**src/rtl/movwide_sequencer.sv**
```systemverilog
// -----------------------------------------------------------------------------
// movwide_sequencer
//
// Splits a 64-bit constant into an ordered stream of 16-bit halfword beats for
// the wide-move (MOVZ/MOVK) execution path. Each beat is a {fixed, shamt,
// clear} tuple: the consumer places `fixed` at bit offset shamt*16 and, when
// `clear` is set, zeroes the rest of the register. The first beat of every
// word clears (MOVZ) and all later beats keep (MOVK). Beats always leave in
// ascending shamt order. One word is held at a time.
//
// Configuration macro:
//   MOVSEQ_SKIP_ZERO_EN  defined   : zero halfwords are skipped (1..4 beats);
//                                    an all-zero word still emits one beat
//                                    (0x0000, shamt 0, clear, last).
//                        undefined : every word emits exactly 4 beats.
//
// Ports:
//   clk        in   1   single clock, rising edge
//   reset      in   1   synchronous, active-high
//   in_valid   in   1   in_data holds a word to decompose
//   in_ready   out  1   a word is accepted this cycle (IDLE)
//   in_data    in  64   constant to decompose
//   out_valid  out  1   current beat is valid (EMIT)
//   out_ready  in   1   consumer takes the current beat
//   out_fixed  out 16   halfword value
//   out_shamt  out  2   halfword index (bit offset = out_shamt*16)
//   out_clear  out  1   1 = MOVZ (zero other bits), 0 = MOVK (keep)
//   out_last   out  1   final beat of the current word
//
// All outputs are decoded from registers only; there is no combinational
// path from in_* to out_* or from out_ready to in_ready.
// -----------------------------------------------------------------------------
module movwide_sequencer (
  input  logic        clk,
  input  logic        reset,
  input  logic        in_valid,
  output logic        in_ready,
  input  logic [63:0] in_data,
  output logic        out_valid,
  input  logic        out_ready,
  output logic [15:0] out_fixed,
  output logic [1:0]  out_shamt,
  output logic        out_clear,
  output logic        out_last
);

  localparam int unsigned HW_W = 16;
  localparam int unsigned N_HW = 4;

  typedef enum logic {
    S_IDLE = 1'b0,
    S_EMIT = 1'b1
  } state_e;

  // ---------------------------------------------------------------------------
  // State
  // ---------------------------------------------------------------------------
  state_e            state_q, state_d;
  logic [63:0]       word_q,  word_d;
  logic [N_HW-1:0]   pend_q,  pend_d;
  logic              first_q, first_d;

  // ---------------------------------------------------------------------------
  // Decode of the registered word
  // ---------------------------------------------------------------------------
  logic [1:0]        idx;         // lowest pending halfword
  logic [N_HW-1:0]   idx_onehot;  // idx as a mask into pend
  logic              one_left;    // exactly one pending halfword remains
  logic [HW_W-1:0]   hw_sel;      // halfword selected by idx
  logic [N_HW-1:0]   pend_init;   // pending mask for a newly accepted word

  // Lowest set bit of pend: scanning from the top down lets the lowest
  // set index overwrite the higher ones. An empty mask decodes to 0.
  // NOTE: every always_comb output gets a default before any conditional
  // assignment, so no path leaves it unassigned and no latch is inferred.
  always_comb begin
    idx = 2'd0;
    for (int i = N_HW - 1; i >= 0; i--) begin
      if (pend_q[i]) begin
        idx = 2'(i);
      end
    end
  end

  assign idx_onehot = 4'b0001 << idx;

  // Clearing the lowest set bit leaves zero only when a single bit was set.
  assign one_left = (pend_q != '0) && ((pend_q & (pend_q - 4'd1)) == '0);

  always_comb begin
    hw_sel = word_q[15:0];
    case (idx)
      2'd0:    hw_sel = word_q[15:0];
      2'd1:    hw_sel = word_q[31:16];
      2'd2:    hw_sel = word_q[47:32];
      default: hw_sel = word_q[63:48];
    endcase
  end

  // Pending mask for the word on in_data.
  always_comb begin
    pend_init = '1;
`ifdef MOVSEQ_SKIP_ZERO_EN
    for (int i = 0; i < N_HW; i++) begin
      pend_init[i] = |in_data[i*HW_W +: HW_W];
    end
    // An all-zero word still needs one MOVZ beat to zero the register.
    if (pend_init == '0) begin
      pend_init = 4'b0001;
    end
`endif
  end

  // ---------------------------------------------------------------------------
  // State register
  // ---------------------------------------------------------------------------
  // NOTE: sequential state uses non-blocking assignments so every flop
  // samples the pre-edge value of every other flop, independent of the
  // order the simulator evaluates processes in.
  always_ff @(posedge clk) begin
    if (reset) begin
      state_q <= S_IDLE;
      word_q  <= '0;
      pend_q  <= '0;
      first_q <= 1'b0;
    end else begin
      state_q <= state_d;
      word_q  <= word_d;
      pend_q  <= pend_d;
      first_q <= first_d;
    end
  end

  // ---------------------------------------------------------------------------
  // Next-state and datapath update
  // ---------------------------------------------------------------------------
  always_comb begin
    state_d = state_q;
    word_d  = word_q;
    pend_d  = pend_q;
    first_d = first_q;

    case (state_q)
      S_IDLE: begin
        if (in_valid) begin
          word_d  = in_data;
          pend_d  = pend_init;
          first_d = 1'b1;
          state_d = S_EMIT;
        end
      end

      S_EMIT: begin
        // A stalled beat (out_ready low) changes nothing, so every output
        // holds until the consumer takes it.
        if (out_ready) begin
          pend_d  = pend_q & ~idx_onehot;
          first_d = 1'b0;
          if (one_left) begin
            state_d = S_IDLE;
          end
        end
      end

      default: begin
        state_d = S_IDLE;
      end
    endcase
  end

  // ---------------------------------------------------------------------------
  // Outputs
  // ---------------------------------------------------------------------------
  // Beat fields are forced to zero outside EMIT so an idle or freshly reset
  // block presents an all-zero beat.
  always_comb begin
    in_ready  = 1'b0;
    out_valid = 1'b0;
    out_fixed = '0;
    out_shamt = '0;
    out_clear = 1'b0;
    out_last  = 1'b0;

    case (state_q)
      S_IDLE: begin
        in_ready = 1'b1;
      end

      S_EMIT: begin
        out_valid = 1'b1;
        out_fixed = hw_sel;
        out_shamt = idx;
        out_clear = first_q;
        out_last  = one_left;
      end

      default: begin
        in_ready = 1'b0;
      end
    endcase
  end

endmodule
```
**config.mk**
```make
export PLATFORM = sky130hd
export DESIGN_NAME = movwide_sequencer
export DESIGN_NICKNAME = d
export VERILOG_FILES = /design/src/rtl/movwide_sequencer.sv
export SDC_FILE = /design/constraint.sdc
export NUM_CORES = 1
export LEC_CHECK = 0
export ABC_AREA = 1
export BUFFER_PORTS_ARGS = -buffer_cell sky130_fd_sc_hd__buf_2
export CAP_MARGIN = 20
export CORE_ASPECT_RATIO = 1.75
export CORE_MARGIN = 4
export CORE_UTILIZATION = 52
export DETAILED_ROUTE_END_ITERATION = 10
export PLACE_DENSITY = 0.86
export SLEW_MARGIN = 20
export SYNTH_ARGS = -nofsm -noshare
export SYNTH_HDL_FRONTEND = slang
export SYNTH_SLANG_ARGS = --single-unit
```
**constraint.sdc**
```tcl
create_clock -name clk -period 1.4 [get_ports clk]
set_clock_uncertainty 0.15 [all_clocks]
set_input_delay 0.07 -clock clk [delete_from_list [all_inputs] [get_ports clk]]
set_output_delay 0.07 -clock clk [all_outputs]
set_load 0.01 [all_outputs]
```
==> results.md, run 1 <==
| Result | Reported | Unit |
| --- | --- | --- |
| Result of the run | stopped before the end | - |
| Step where the flow halted | global routing (5_1_grt) | - |
| Stop Error | [ERROR DPL-0033] detailed placement checks failed during check placement. | - |
| Worst setup endpoint GRT | out_fixed[2] | - |
| Ports | 90 | - |
| Part of the Yosys area used for sequential elements | 44.4 | % |
| Average size of a mapped cell | 6.79 | µm² |
| # port buffers | 89 | - |
| CTS buffer count | 9 | - |
| Die Width | 66.9 | µm |
| Final weighted congestion of routability-driven global placement | 0.967 | - |
| Netlist area before placement | 0.00316 | mm² |
| Number of standard cells after synthesis | 465 | - |
| YS warnings | 0 | - |
| Antenna violations before repair | 0 | - |
| Number of placed cells counting well taps | 625 | - |
| Master cell of the clock root buffer | clkbuf_8 | - |
| Placed Area | 0.00378 | mm² |
| Clock sink count | 70 | - |
| Die Height | 111 | µm |
| Number of distinct library cells after synthesis | 22 | - |
| Initial Util | 53.7 | % |
| Net count of the mapped netlist | 533 | - |
| Maximum number of pins on one net before global-route repair | 44 | - |
| Bufs on Longest Clock Path | 2 | - |
| Std cell rows | 37 | - |
| Flip-flop and latch count after synthesis | 70 | - |
| Final HPWL DP | 6.64 | mm |
| CTS HTree Levels | 3 | - |
| Pin category terminating the worst setup path after the last repair | output port | - |
[logic make-up after synthesis]
group | Yosys count | synth area share, %
and+or+nand+nor | 215 | 29.0
AOI/OAI and AO/OA | 105 | 16.8
buffers and inverters | 75 | 9.86
DFF | 70 | 44.4
[synth_stat cells]
cell / instances / share of area (%)
nand2_2: 1 / 0.20
o21ai_2: 1 / 0.28
nor2_2: 2 / 0.40
nand3_1: 32 / 5.1
nand2_1: 26 / 3.1
o21ai_0: 84 / 13
nor2_1: 135 / 16
buf_1: 1 / 0.12
buf_2: 9 / 1.4
a31oi_1: 1 / 0.20
clkinv_1: 1 / 0.12
o21ai_1: 15 / 2.4
dfxtp_1: 70 / 44
nand4_1: 16 / 3.2
inv_1: 40 / 4.8
inv_2: 2 / 0.24
buf_4: 1 / 0.24
nand2_4: 2 / 0.71
buf_6: 2 / 0.71
nand3_2: 1 / 0.32
clkbuf_1: 19 / 2.3
a21oi_1: 4 / 0.63
[per-stage QoR]
stage                     util, %  setup slack [ns]
after detailed placement     64.4            -0.170
after global placement       64.4            -0.134
after floorplan                 -            0.0459
after CTS                    82.4            -0.470
[what timing repair did]
item,in CTS
pin swaps,27
hold buffers,67
endpoints found under the hold margin,70
resized for setup,51
gates cloned,2
endpoints found under the setup margin,21
setup buffers,4
==> inputs of run 2 (changes only) <==
--- a/config.mk
+++ b/config.mk
@@ -8,11 +8,10 @@
 export ABC_AREA = 1
 export BUFFER_PORTS_ARGS = -buffer_cell sky130_fd_sc_hd__buf_2
 export CAP_MARGIN = 20
-export CORE_ASPECT_RATIO = 1.75
 export CORE_MARGIN = 4
-export CORE_UTILIZATION = 52
+export CORE_UTILIZATION = 40
 export DETAILED_ROUTE_END_ITERATION = 10
-export PLACE_DENSITY = 0.86
+export PLACE_DENSITY_LB_ADDON = 0.15
 export SLEW_MARGIN = 20
 export SYNTH_ARGS = -nofsm -noshare
 export SYNTH_HDL_FRONTEND = slang
==> results.md, run 2 <==
| Result | Reported | Unit | vs previous |
| --- | --- | --- | --- |
| Final HPWL DP | 6.64 | mm | about the same |
| Count of cells along the worst register-to-register path | 7 | - |  |
| Die Height | 96.9 | µm | was 111 µm |
| Top cell family by delay on the critical path | flip-flops | - |  |
| Required time reported for the critical path endpoint | 1.18 | ns |  |
| Number of iterations in the first detailed-routing pass | 4 | - |  |
| Global route total overflow | 0 | - |  |
| Antenna violations before repair | 0 | - |  |
| Pwr/cell area | 1060 | mW/mm² |  |
| Final weighted congestion of routability-driven global placement | 0.843 | - | was 0.967 |
| Number of flip-flops under the largest register name | 64 | - |  |
| R2r startpoint | pend_q[0] | - |  |
| Vias in the first global route | 3509 | - |  |
| Minimum clock period | 1.87 | ns |  |
| Std cell rows | 32 | - | was 37 |
| Number of stages on the worst setup path | 7 | - |  |
| Worst Setup Path Type | reg2out | - |  |
| TritonCTS clock tree | built | - |  |
| Biggest regs | word_q x64, pend_q x4 | - |  |
| Slowest stage delay, CP | 0.39 | ns |  |
| Master cell of the clock root buffer | clkbuf_8 | - | unchanged |
| Destination of the worst register-to-register timing path | state_q | - |  |
| Average vias per placed instance | 4.93 | - |  |
| Clock sink count | 70 | - | unchanged |
| Detail Route Antenna Nets | 0 | - |  |
| Ports | 90 | - | unchanged |
| Library cell with the highest instance count after synthesis | nor2_1 | - | unchanged |
| Max VDD drop | 0.894 | mV |  |
| Final setup slack of the worst path | -0.471 | ns |  |
| YS warnings | 0 | - | unchanged |
| Number of filler cells placed in the layout | 696 | - |  |
| Most frequent cells after synthesis | nor2_1, o21ai_0, dfxtp_1 | - | unchanged |
| Worst-skew pair later-pin latency | 0.35 | ns |  |
| Critical Path End Type | output port | - |  |
| Biggest fanout along the worst timing path | 17 | - |  |
| Slew at the pin closest to its max-slew limit | 0.248 | ns |  |
| Multi-input combinational cell area | 0.00154 | mm² |  |
| Wire length per cell after detailed routing | 14.9 | µm |  |
| Total Negative Setup Slacks | -7.61 | ns |  |
| Startpoint of the tightest hold check path | in_data[54] | - |  |
| Maximum number of pins on one net before global-route repair | 66 | - |  |
| Final max-slew violation count | 0 | - |  |
| Number of distinct library cells after synthesis | 22 | - | unchanged |
| Max-cap check violation count | 0 | - |  |
| Remaining design rule violation count | 0 | - |  |
| Final number of hold-violating endpoints | 0 | - |  |
| Cell occurring most often along the worst timing path | buf_6 | - |  |
| Type of the most critical hold path | in2reg | - |  |
| Number of standard cells after synthesis | 465 | - | unchanged |
| Top library cells by usage in the layout, fill and taps aside | nor2_1, buf_2, dlygate4sd3_1 | - |  |
| Post-synth top area share | 44.4 | % | unchanged |
| CTS HTree Levels | 3 | - | unchanged |
| Top flip-flop cell by instance count after synthesis | dfxtp_1 | - | unchanged |
| Top area cells in the synthesized netlist | dfxtp_1, nor2_1, o21ai_0 | - | unchanged |
| Clock transition time at the flip-flop clock pins of the worst setup and hold paths | 0.08 | ns |  |
| Cells traversed along the worst timing path | o21ai_4 > buf_6 > nand4_1 > nand3_1 > nand2_1 > inv_1 > buf_6 | - |  |
| Final standard cell area without fillers | 0.00495 | mm² |  |
| Max Freq | 534 | MHz |  |
| Endpoint, Worst Hold | word_q[54] | - |  |
| Antenna diodes | 0 | - |  |
| Flip-flop and latch count after synthesis | 70 | - | unchanged |
| Total wire length after detailed routing | 10.9 | mm |  |
| Netlist area before placement | 0.00316 | mm² | unchanged |
| Result of the run | finished with violations | - | was stopped before the end |
| # port buffers | 89 | - | unchanged |
| Core outline area | 0.00769 | mm² |  |
| Number of flops mapped to enable cells by yosys | 0 | - | unchanged |
| Part of the Yosys area used for sequential elements | 44.4 | % | unchanged |
| Average size of a mapped cell | 6.79 | µm² | unchanged |
| Arr. time, crit path | 1.65 | ns |  |
| Startpoint type of the worst setup path | flip-flop | - |  |
| Net count of the mapped netlist | 533 | - | unchanged |
| Area occupied by registers | 0.00142 | mm² |  |
| Proportion of layout cells with a drive suffix above 1 | 26.4 | % |  |
| Async SR Flop Fraction | 0 | % | unchanged |
| Register with the most flip-flops | word_q | - |  |
| Area added between synthesis and finish | 56.7 | % |  |
| Placed Area | 0.00381 | mm² | was 0.00378 mm² |
| Nets@finish | 696 | - |  |
| Most common cell after layout, fill and taps aside | nor2_1 | - |  |
| Initial Util | 41.1 | % | was 53.7% |
| Bufs on Longest Clock Path | 2 | - | unchanged |
| Number of setup violations in the final report | 19 | - |  |
| Leakage | 2.46 | nW |  |
| RSZ-0062 raised after global routing | yes | - |  |
| Overall fraction of global-route tracks in use | 22.1 | % |  |
| Worst Setup Slack post-DPL | -0.108 | ns | was -0.170 ns |
| Global-route wire length before repair | 17.0 | mm |  |
| Post-route clock period utilization | 134 | % |  |
| Relative slew margins | 83.5 | % |  |
| Register-to-register setup slack | 0.07 | ns |  |
| Slowest stage cell, crit path | dfxtp_4 | - |  |
| Cell type contributing the most total cell area after synthesis | dfxtp_1 | - | unchanged |
| Die Outline Area | 0.00938 | mm² |  |
| Via count | 3623 | - |  |
| WP buf/inv | 3 | - |  |
| CTS buffer count | 9 | - | unchanged |
| Worst Hold Path Cells | 4 | - |  |
| Detailed router's first-iteration violation count | 231 | - |  |
| Violated checks | setup timing | - |  |
| Die Width | 96.9 | µm | was 66.9 µm |
==> run 2: final cells by class <==
| cell class | count | area share [%] |
|---|---|---|
| flip-flops and latches | 70 | 28.6 |
| well taps | 102 | 2.58 |
| clock inverters | 5 | 1.01 |
| multi-input cells | 320 | 31.2 |
| inverters | 43 | 3.41 |
| repair buffers | 184 | 30.5 |
| clock buffers | 11 | 2.65 |
==> run 2: cell families after synthesis <==
| family | count (synthesis) | share of synthesized area (%) |
|---|---|---|
| simple gates | 215 | 29.0 |
| buf+inv | 75 | 9.86 |
| flops | 70 | 44.4 |
| compound gates | 105 | 16.8 |
==> run 2: metrics by stage <==
step | utilization [%] | hold slack [ns] | cells | power, W
6_report | 64.4 | 0.318 | 735 | 0.00523
5_1_grt | 64.4 | 0.330 | 735 | 0.00547
4_1_cts | 61.7 | 0.314 | 728 | 0.00511
3_5_place_dp | 49.6 | 0.146 | 642 | 0.00334
3_3_place_gp | 49.6 | 0.142 | 642 | 0.00333
2_1_floorplan | - | -0.0109 | 465 | 0.00290
==> run 2: per-layer routing <==
metal	global-route usage, %	share of wire (%)
met1	29.0	45
met2	36.2	47
met3	4.90	6.8
met4	7.02	0.81
met5	0	0
==> run 2: what timing repair did <==
action                                  CTS  global route
endpoints found under the setup margin   21            47
pin swaps                                 1            10
gates resized for setup                  14            62
cloned                                    1             4
hold buffers                             67             0
buffers inserted                          2             5
endpoints found under the hold margin    70             0
==> run 2: power breakdown <==
| part | switching (W) | leakage [nW] | internal [W] |
|---|---|---|---|
| Clock | 0.000767 | 0.0968 | 0.000812 |
| Sequential | 0.000122 | 0.583 | 0.00216 |
| Combinational | 0.000714 | 1.78 | 0.000650 |
==> run 2: worst max-delay path by stage <==
stage	startpoint	to
after floorplan	pend_q[0]	out_fixed[10]
after global placement	pend_q[0]	out_fixed[6]
after detailed placement	pend_q[0]	out_fixed[14]
after CTS	pend_q[1]	out_fixed[0]
after global routing	pend_q[3]	out_fixed[1]
final	pend_q[3]	out_fixed[1]
==> run 2: worst reg2reg max path, stage by stage, from the launching register on <==
cell and delay [ns]:
dfxtp_4 0.37, nor2_4 0.17, o21ai_4 0.09, buf_6 0.17, nand2_4 0.08, nand2_2 0.05
o21ai_1 0.11, inv_1 0.04
(Power assumes the default switching activity.)
==> inputs of run 3 (changes only) <==
--- a/config.mk
+++ b/config.mk
@@ -11,7 +11,9 @@
 export CORE_MARGIN = 4
 export CORE_UTILIZATION = 40
 export DETAILED_ROUTE_END_ITERATION = 10
+export HOLD_SLACK_MARGIN = 0.03
 export PLACE_DENSITY_LB_ADDON = 0.15
+export SETUP_SLACK_MARGIN = 0.05
 export SLEW_MARGIN = 20
 export SYNTH_ARGS = -nofsm -noshare
 export SYNTH_HDL_FRONTEND = slang
==> results.md, run 3 (synthesis results as in run 2) <==
| Result | Reported | Unit | vs previous |
| --- | --- | --- | --- |
| Result of the run | finished with violations | - | unchanged |
| Violated checks | setup timing | - | unchanged |
| Relative slew margins | 77.3 | % | was 83.5% |
| Max VDD drop | 0.766 | mV | was 0.894 mV |
| Biggest regs | word_q x64, pend_q x4 | - | unchanged |
| # port buffers | 89 | - | unchanged |
| TritonCTS clock tree | built | - | unchanged |
| Minimum clock period | 1.98 | ns | was 1.87 ns |
| Total wire length after detailed routing | 12.8 | mm | was 10.9 mm |
| Type of the most critical hold path | in2reg | - | unchanged |
| Register with the most flip-flops | word_q | - | unchanged |
| Bufs on Longest Clock Path | 2 | - | unchanged |
| WP buf/inv | 4 | - | was 3 |
| Initial Util | 41.1 | % | unchanged |
| Maximum number of pins on one net before global-route repair | 66 | - | unchanged |
| Overall fraction of global-route tracks in use | 23.9 | % | was 22.1% |
| Startpoint of the tightest hold check path | in_data[54] | - | unchanged |
| Arr. time, crit path | 1.76 | ns | was 1.65 ns |
| Pwr/cell area | 1050 | mW/mm² | was 1060 mW/mm² |
| Final standard cell area without fillers | 0.00569 | mm² | was 0.00495 mm² |
| Slew at the pin closest to its max-slew limit | 0.339 | ns | was 0.248 ns |
| Number of flip-flops under the largest register name | 64 | - | unchanged |
| Core outline area | 0.00769 | mm² | unchanged |
| Wire length per cell after detailed routing | 17.0 | µm | was 14.9 µm |
| Final weighted congestion of routability-driven global placement | 0.900 | - | was 0.843 |
| Area added between synthesis and finish | 80.0 | % | was 56.7% |
| CTS buffer count | 9 | - | unchanged |
| Cells traversed along the worst timing path | inv_2 > buf_4 > o21ai_0 > nand3_1 > nand2_1 > inv_1 > buf_2 | - | was o21ai_4 > buf_6 > nand4_1 > nand3_1 > nand2_1 > inv_1 > buf_6 |
| Most common cell after layout, fill and taps aside | nor2_1 | - | unchanged |
| Destination of the worst register-to-register timing path | word_q[20] | - | was state_q |
| Total Negative Setup Slacks | -16.85 | ns | was -7.61 ns |
| Number of iterations in the first detailed-routing pass | 5 | - | was 4 |
| Die Outline Area | 0.00938 | mm² | unchanged |
| Required time reported for the critical path endpoint | 1.18 | ns | about the same |
| Biggest fanout along the worst timing path | 16 | - | was 17 |
| Std cell rows | 32 | - | unchanged |
| Die Height | 96.9 | µm | unchanged |
| Worst Hold Path Cells | 4 | - | unchanged |
| Endpoint, Worst Hold | word_q[54] | - | unchanged |
| Slowest stage delay, CP | 0.40 | ns | was 0.39 ns |
| Count of cells along the worst register-to-register path | 8 | - | was 7 |
| Remaining design rule violation count | 0 | - | unchanged |
| Clock transition time at the flip-flop clock pins of the worst setup and hold paths | 0.09 | ns | was 0.08 ns |
| Proportion of layout cells with a drive suffix above 1 | 38.1 | % | was 26.4% |
| Clock sink count | 70 | - | unchanged |
| Detailed router's first-iteration violation count | 298 | - | was 231 |
| Antenna violations before repair | 0 | - | unchanged |
| Global-route wire length before repair | 18.3 | mm | was 17.0 mm |
| Max-cap check violation count | 0 | - | unchanged |
| Ports | 90 | - | unchanged |
| Average vias per placed instance | 5.22 | - | was 4.93 |
| Master cell of the clock root buffer | clkbuf_8 | - | unchanged |
| Worst hold margin | 0.309 | ns | was 0.318 ns |
| Number of setup violations in the final report | 89 | - | was 19 |
| Die Width | 96.9 | µm | unchanged |
| Vias in the first global route | 3619 | - | was 3509 |
| Post-route clock period utilization | 141 | % | was 134% |
| Detail Route Antenna Nets | 0 | - | unchanged |
| Final number of hold-violating endpoints | 0 | - | unchanged |
| Antenna diodes | 0 | - | unchanged |
| Slowest stage cell, crit path | dfxtp_2 | - | was dfxtp_4 |
| Max Freq | 506 | MHz | was 534 MHz |
| Critical Path End Type | output port | - | unchanged |
| Final HPWL DP | 6.72 | mm | was 6.64 mm |
| Top library cells by usage in the layout, fill and taps aside | nor2_1, buf_2, dlygate4sd3_1 | - | unchanged |
| Worst-skew pair later-pin latency | 0.35 | ns | about the same |
| Global route total overflow | 0 | - | unchanged |
| Leakage | 2.71 | nW | was 2.46 nW |
| CTS HTree Levels | 3 | - | unchanged |
| Nets@finish | 712 | - | was 696 |
| R2r startpoint | state_q | - | was pend_q[0] |
| RSZ-0062 raised after global routing | yes | - | unchanged |
| Placed Area | 0.00383 | mm² | was 0.00381 mm² |
| Final max-slew violation count | 0 | - | unchanged |
| Final setup slack of the worst path | -0.576 | ns | was -0.471 ns |
| Register-to-register setup slack | -0.23 | ns | was 0.07 ns |
| Startpoint type of the worst setup path | flip-flop | - | unchanged |
| Via count | 3918 | - | was 3623 |
| Worst Setup Path Type | reg2out | - | unchanged |
| Top cell family by delay on the critical path | buffers and inverters | - | was flip-flops |
[run 3: cell count changes in the layout (fill, tap and decap cells not counted), moves of 5 or more]
cell | previous run | this run
buf_12 | 7 | 12
clkbuf_16 | 2 | 9
nor2_1 | 126 | 93
nor2_2 | 8 | 24
nor2_4 | 3 | 20
o21ai_0 | 62 | 34
o21ai_2 | 1 | 27
[run 3: timing repair]
action                     in CTS  in global routing
setup endpoints to repair      23                 91
pin swaps                       9                  9
cloned                          4                 13
hold endpoints to repair       70                  0
buffers inserted                2                  5
gates resized for setup        67                130
hold buffers                   67                  0
[run 3: worst register-to-register path, stage by stage (launching register included)]
cell and delay, ns:
dfxtp_4 0.39, buf_6 0.12, buf_6 0.11, nor2_4 0.11, buf_12 0.16, buf_12 0.15
buf_12 0.13, o21ai_1 0.07, nor2_1 0.17
[run 3: routing by layer]
| layer | wire length [µm] | vias to the layer above | track usage (%) | part of all wire (%) |
|---|---|---|---|---|
| met5 | 0 | - | 0 | 0 |
| met4 | 247 | 0 | 6.80 | 1.9 |
| met3 | 819 | 21 | 6.71 | 6.4 |
| met2 | 6250 | 169 | 38.7 | 49 |
| met1 | 5450 | 1850 | 31.2 | 43 |
| li1 | - | 1878 | - | - |
[run 3: worst max-delay path by stage]
| stage | startpoint | end | slack [ns] | cells past startpoint |
|---|---|---|---|---|
| detailed placement | pend_q[0] | out_fixed[11] | -0.09 | 8 |
| global placement | pend_q[3] | out_fixed[11] | -0.09 | 7 |
| floorplan | state_q | out_fixed[10] | 0.05 | 6 |
| CTS | pend_q[1] | out_fixed[11] | -0.46 | 9 |
| global route | pend_q[0] | out_fixed[14] | -0.61 | 9 |
| finish | pend_q[2] | out_fixed[14] | -0.58 | 7 |
[run 3: where the power goes]
group	total, W	switching (W)	internal, W
clock	0.00191	0.000813	0.00110
combinational	0.00173	0.000870	0.000864
sequential	0.00232	0.000151	0.00217
[run 3: cell type report]
cell class,count,area [µm²]
sequential,70,1410
fill,576,2000
clock buffer,11,151
multi-input combinational,320,1830
clock inverter,5,81.3
timing repair inverter,1,6.26
tap,102,128
timing repair buffer,199,1890
inverter,43,181
[run 3: stage by stage]
step	cells	utilization [%]	worst slack, ns	power, W
2_1_floorplan	465	-	0.0510	0.00290
5_1_grt	751	74.0	-0.606	0.00620
6_report	751	74.0	-0.576	0.00596
4_1_cts	734	65.2	-0.463	0.00554
3_3_place_gp	645	49.8	-0.0909	0.00334
3_5_place_dp	645	49.8	-0.0929	0.00335
==> inputs of run 4 (changes only) <==
==> constraint.sdc (replaced) <==
create_clock -name clk -period 2.3 [get_ports clk]
set_clock_uncertainty 0.15 [all_clocks]
set_input_delay 0.115 -clock clk [delete_from_list [all_inputs] [get_ports clk]]
set_output_delay 0.115 -clock clk [all_outputs]
set_load 0.01 [all_outputs]
==> results.md, run 4 (synthesis results as in run 2) <==
| Result | Reported | Unit | vs previous |
| --- | --- | --- | --- |
| Core outline area | 0.00769 | mm² | unchanged |
| Number of standard cells in the layout, taps in and fillers out | 714 | - | was 751 |
| Antenna diodes | 0 | - | unchanged |
| Proportion of layout cells with a drive suffix above 1 | 20.1 | % | was 38.1% |
| CTS buffer count | 9 | - | unchanged |
| Worst Hold Path Cells | 5 | - | was 4 |
| Max VDD drop | 0.349 | mV | was 0.766 mV |
| Number of filler cells placed in the layout | 739 | - | was 576 |
| Number of flip-flops under the largest register name | 64 | - | unchanged |
| Pwr/cell area | 669 | mW/mm² | was 1050 mW/mm² |
| Die Width | 96.9 | µm | unchanged |
| Total wire length after detailed routing | 9.83 | mm | was 12.8 mm |
| Number of setup violations in the final report | 0 | - | was 89 |
| Global-route wire length before repair | 16.5 | mm | was 18.3 mm |
| Most common cell after layout, fill and taps aside | nor2_1 | - | unchanged |
| Register-to-register setup slack | 0.73 | ns | was -0.23 ns |
| Number of placed cells counting well taps | 632 | - | was 645 |
| Antenna violations before repair | 0 | - | unchanged |
| Overall Power | 0.00304 | W | was 0.00596 W |
| # port buffers | 89 | - | unchanged |
| Die Height | 96.9 | µm | unchanged |
| Detailed router's first-iteration violation count | 239 | - | was 298 |
| R2r startpoint | state_q | - | unchanged |
| Relative slew margins | 56.3 | % | was 77.3% |
| Worst Setup Path Type | reg2out | - | unchanged |
| Slew at the pin closest to its max-slew limit | 0.654 | ns | was 0.339 ns |
| Final weighted congestion of routability-driven global placement | 0.864 | - | was 0.900 |
| Final HPWL DP | 6.38 | mm | was 6.72 mm |
| Remaining design rule violation count | 0 | - | unchanged |
| Master cell of the clock root buffer | clkbuf_8 | - | unchanged |
| Total Negative Setup Slacks | 0 | ns | was -16.85 ns |
| Via count | 3432 | - | was 3918 |
| Leakage | 2.29 | nW | was 2.71 nW |
| Clock transition time at the flip-flop clock pins of the worst setup and hold paths | 0.07 | ns | was 0.09 ns |
| Final max-slew violation count | 0 | - | unchanged |
| Top library cells by usage in the layout, fill and taps aside | nor2_1, buf_2, o21ai_0 | - | was nor2_1, buf_2, dlygate4sd3_1 |
| Number of iterations in the first detailed-routing pass | 4 | - | was 5 |
| Bufs on Longest Clock Path | 2 | - | unchanged |
| Vias in the first global route | 3411 | - | was 3619 |
| Global route total overflow | 0 | - | unchanged |
| Max Freq | 475 | MHz |  |
| Wire length per cell after detailed routing | 13.8 | µm | was 17.0 µm |
| Biggest regs | word_q x64, pend_q x4 | - | unchanged |
| Result of the run | complete, no violations | - | was finished with violations |
| Initial Util | 41.1 | % | unchanged |
| Ports | 90 | - | unchanged |
| Overall fraction of global-route tracks in use | 21.3 | % | was 23.9% |
| Required time reported for the critical path endpoint | 2.04 | ns | was 1.18 ns |
| Endpoint, Worst Hold | state_q | - | was word_q[54] |
| Die Outline Area | 0.00938 | mm² | unchanged |
| Critical Path End Type | output port | - | unchanged |
| Post-route clock period utilization | 91.5 | % |  |
| Biggest fanout along the worst timing path | 9 | - | was 16 |
| Detail Route Antenna Nets | 0 | - | unchanged |
| Number of post-CTS setup repair buffers | 0 | - | was 2 |
| TritonCTS clock tree | built | - | unchanged |
| Destination of the worst register-to-register timing path | word_q[56] | - | was word_q[20] |
| Max-cap check violation count | 0 | - | unchanged |
| Register with the most flip-flops | word_q | - | unchanged |
| Maximum number of pins on one net before global-route repair | 66 | - | unchanged |
| Arr. time, crit path | 1.84 | ns | was 1.76 ns |
| CTS HTree Levels | 3 | - | unchanged |
| Startpoint of the tightest hold check path | in_valid | - | was in_data[54] |
| Nets@finish | 675 | - | was 712 |
| Final number of hold-violating endpoints | 0 | - | unchanged |
| Area added between synthesis and finish | 43.7 | % | was 80.0% |
| Startpoint type of the worst setup path | flip-flop | - | unchanged |
| Minimum clock period | 2.11 | ns |  |
| Count of cells along the worst register-to-register path | 5 | - | was 8 |
| Worst-skew pair later-pin latency | 0.34 | ns | was 0.35 ns |
| Type of the most critical hold path | in2reg | - | unchanged |
| Std cell rows | 32 | - | unchanged |
| Clock sink count | 70 | - | unchanged |
| Average vias per placed instance | 4.81 | - | was 5.22 |
| RSZ-0062 raised after global routing | no | - | was yes |
[run 4: worst max path at each step]
stage                   start       endpoint
floorplan           pend_q[0]  out_fixed[10]
global placement    pend_q[2]  out_fixed[12]
detailed placement  pend_q[2]   out_fixed[8]
CTS                 pend_q[2]   out_fixed[8]
global route        pend_q[3]  out_fixed[14]
finish              pend_q[3]  out_fixed[14]
[run 4: worst max-delay path, cell delays in order (launching register included)]
cell and delay (ns):
dfxtp_1 0.50, nor2_1 0.15, nor2_4 0.21, buf_4 0.18
o21ai_0 0.11, nand3_1 0.10, nand2_1 0.08, inv_1 0.05
buf_2 0.12
[run 4: layout make-up]
type	count	area [µm²]	share of cell area, %
clock buffers	12	155	3.42
clock inverters	4	45.0	0.992
inverters	43	164	3.61
multi-input cells	320	1470	32.3
flip-flops and latches	70	1400	30.9
well taps	102	128	2.81
repair buffers	163	1180	26.0
[run 4: power by group]
part	internal (W)	switching [W]	total [W]	leakage (nW)
Combinational	0.000282	0.000376	0.000658	1.60
Sequential	0.00132	0.0000676	0.00138	0.581
Clock	0.000555	0.000440	0.000995	0.106
Total	0.00215	0.000884	0.00304	2.29
[run 4: layer usage]
| layer | routed length, µm | up-vias | track usage (%) |
|---|---|---|---|
| li1 | - | 1786 | - |
| met1 | 4660 | 1537 | 28.7 |
| met2 | 4510 | 98 | 34.4 |
| met3 | 536 | 11 | 4.97 |
| met4 | 119 | 0 | 5.29 |
| met5 | 0 | - | 0 |
[run 4: repair_timing]
item / in CTS / in global routing
hold endpoints to repair: 70 / 0
setup endpoints to repair: 0 / 14
hold buffers: 66 / 0
resized for setup: 0 / 5
[run 4: metrics by stage]
| step | utilization (%) | worst slack [ns] | hold WS, ns | cell area (µm²) |
|---|---|---|---|---|
| floorplan | - | 0.901 | 0.0341 | 3160 |
| global placement | 47.6 | 0.535 | 0.186 | 3660 |
| detailed placement | 47.6 | 0.496 | 0.192 | 3660 |
| CTS | 58.8 | 0.115 | 0.0300 | 4520 |
| global route | 59.0 | 0.0370 | 0.114 | 4540 |
| finish | 59.0 | 0.195 | 0.0384 | 4540 |
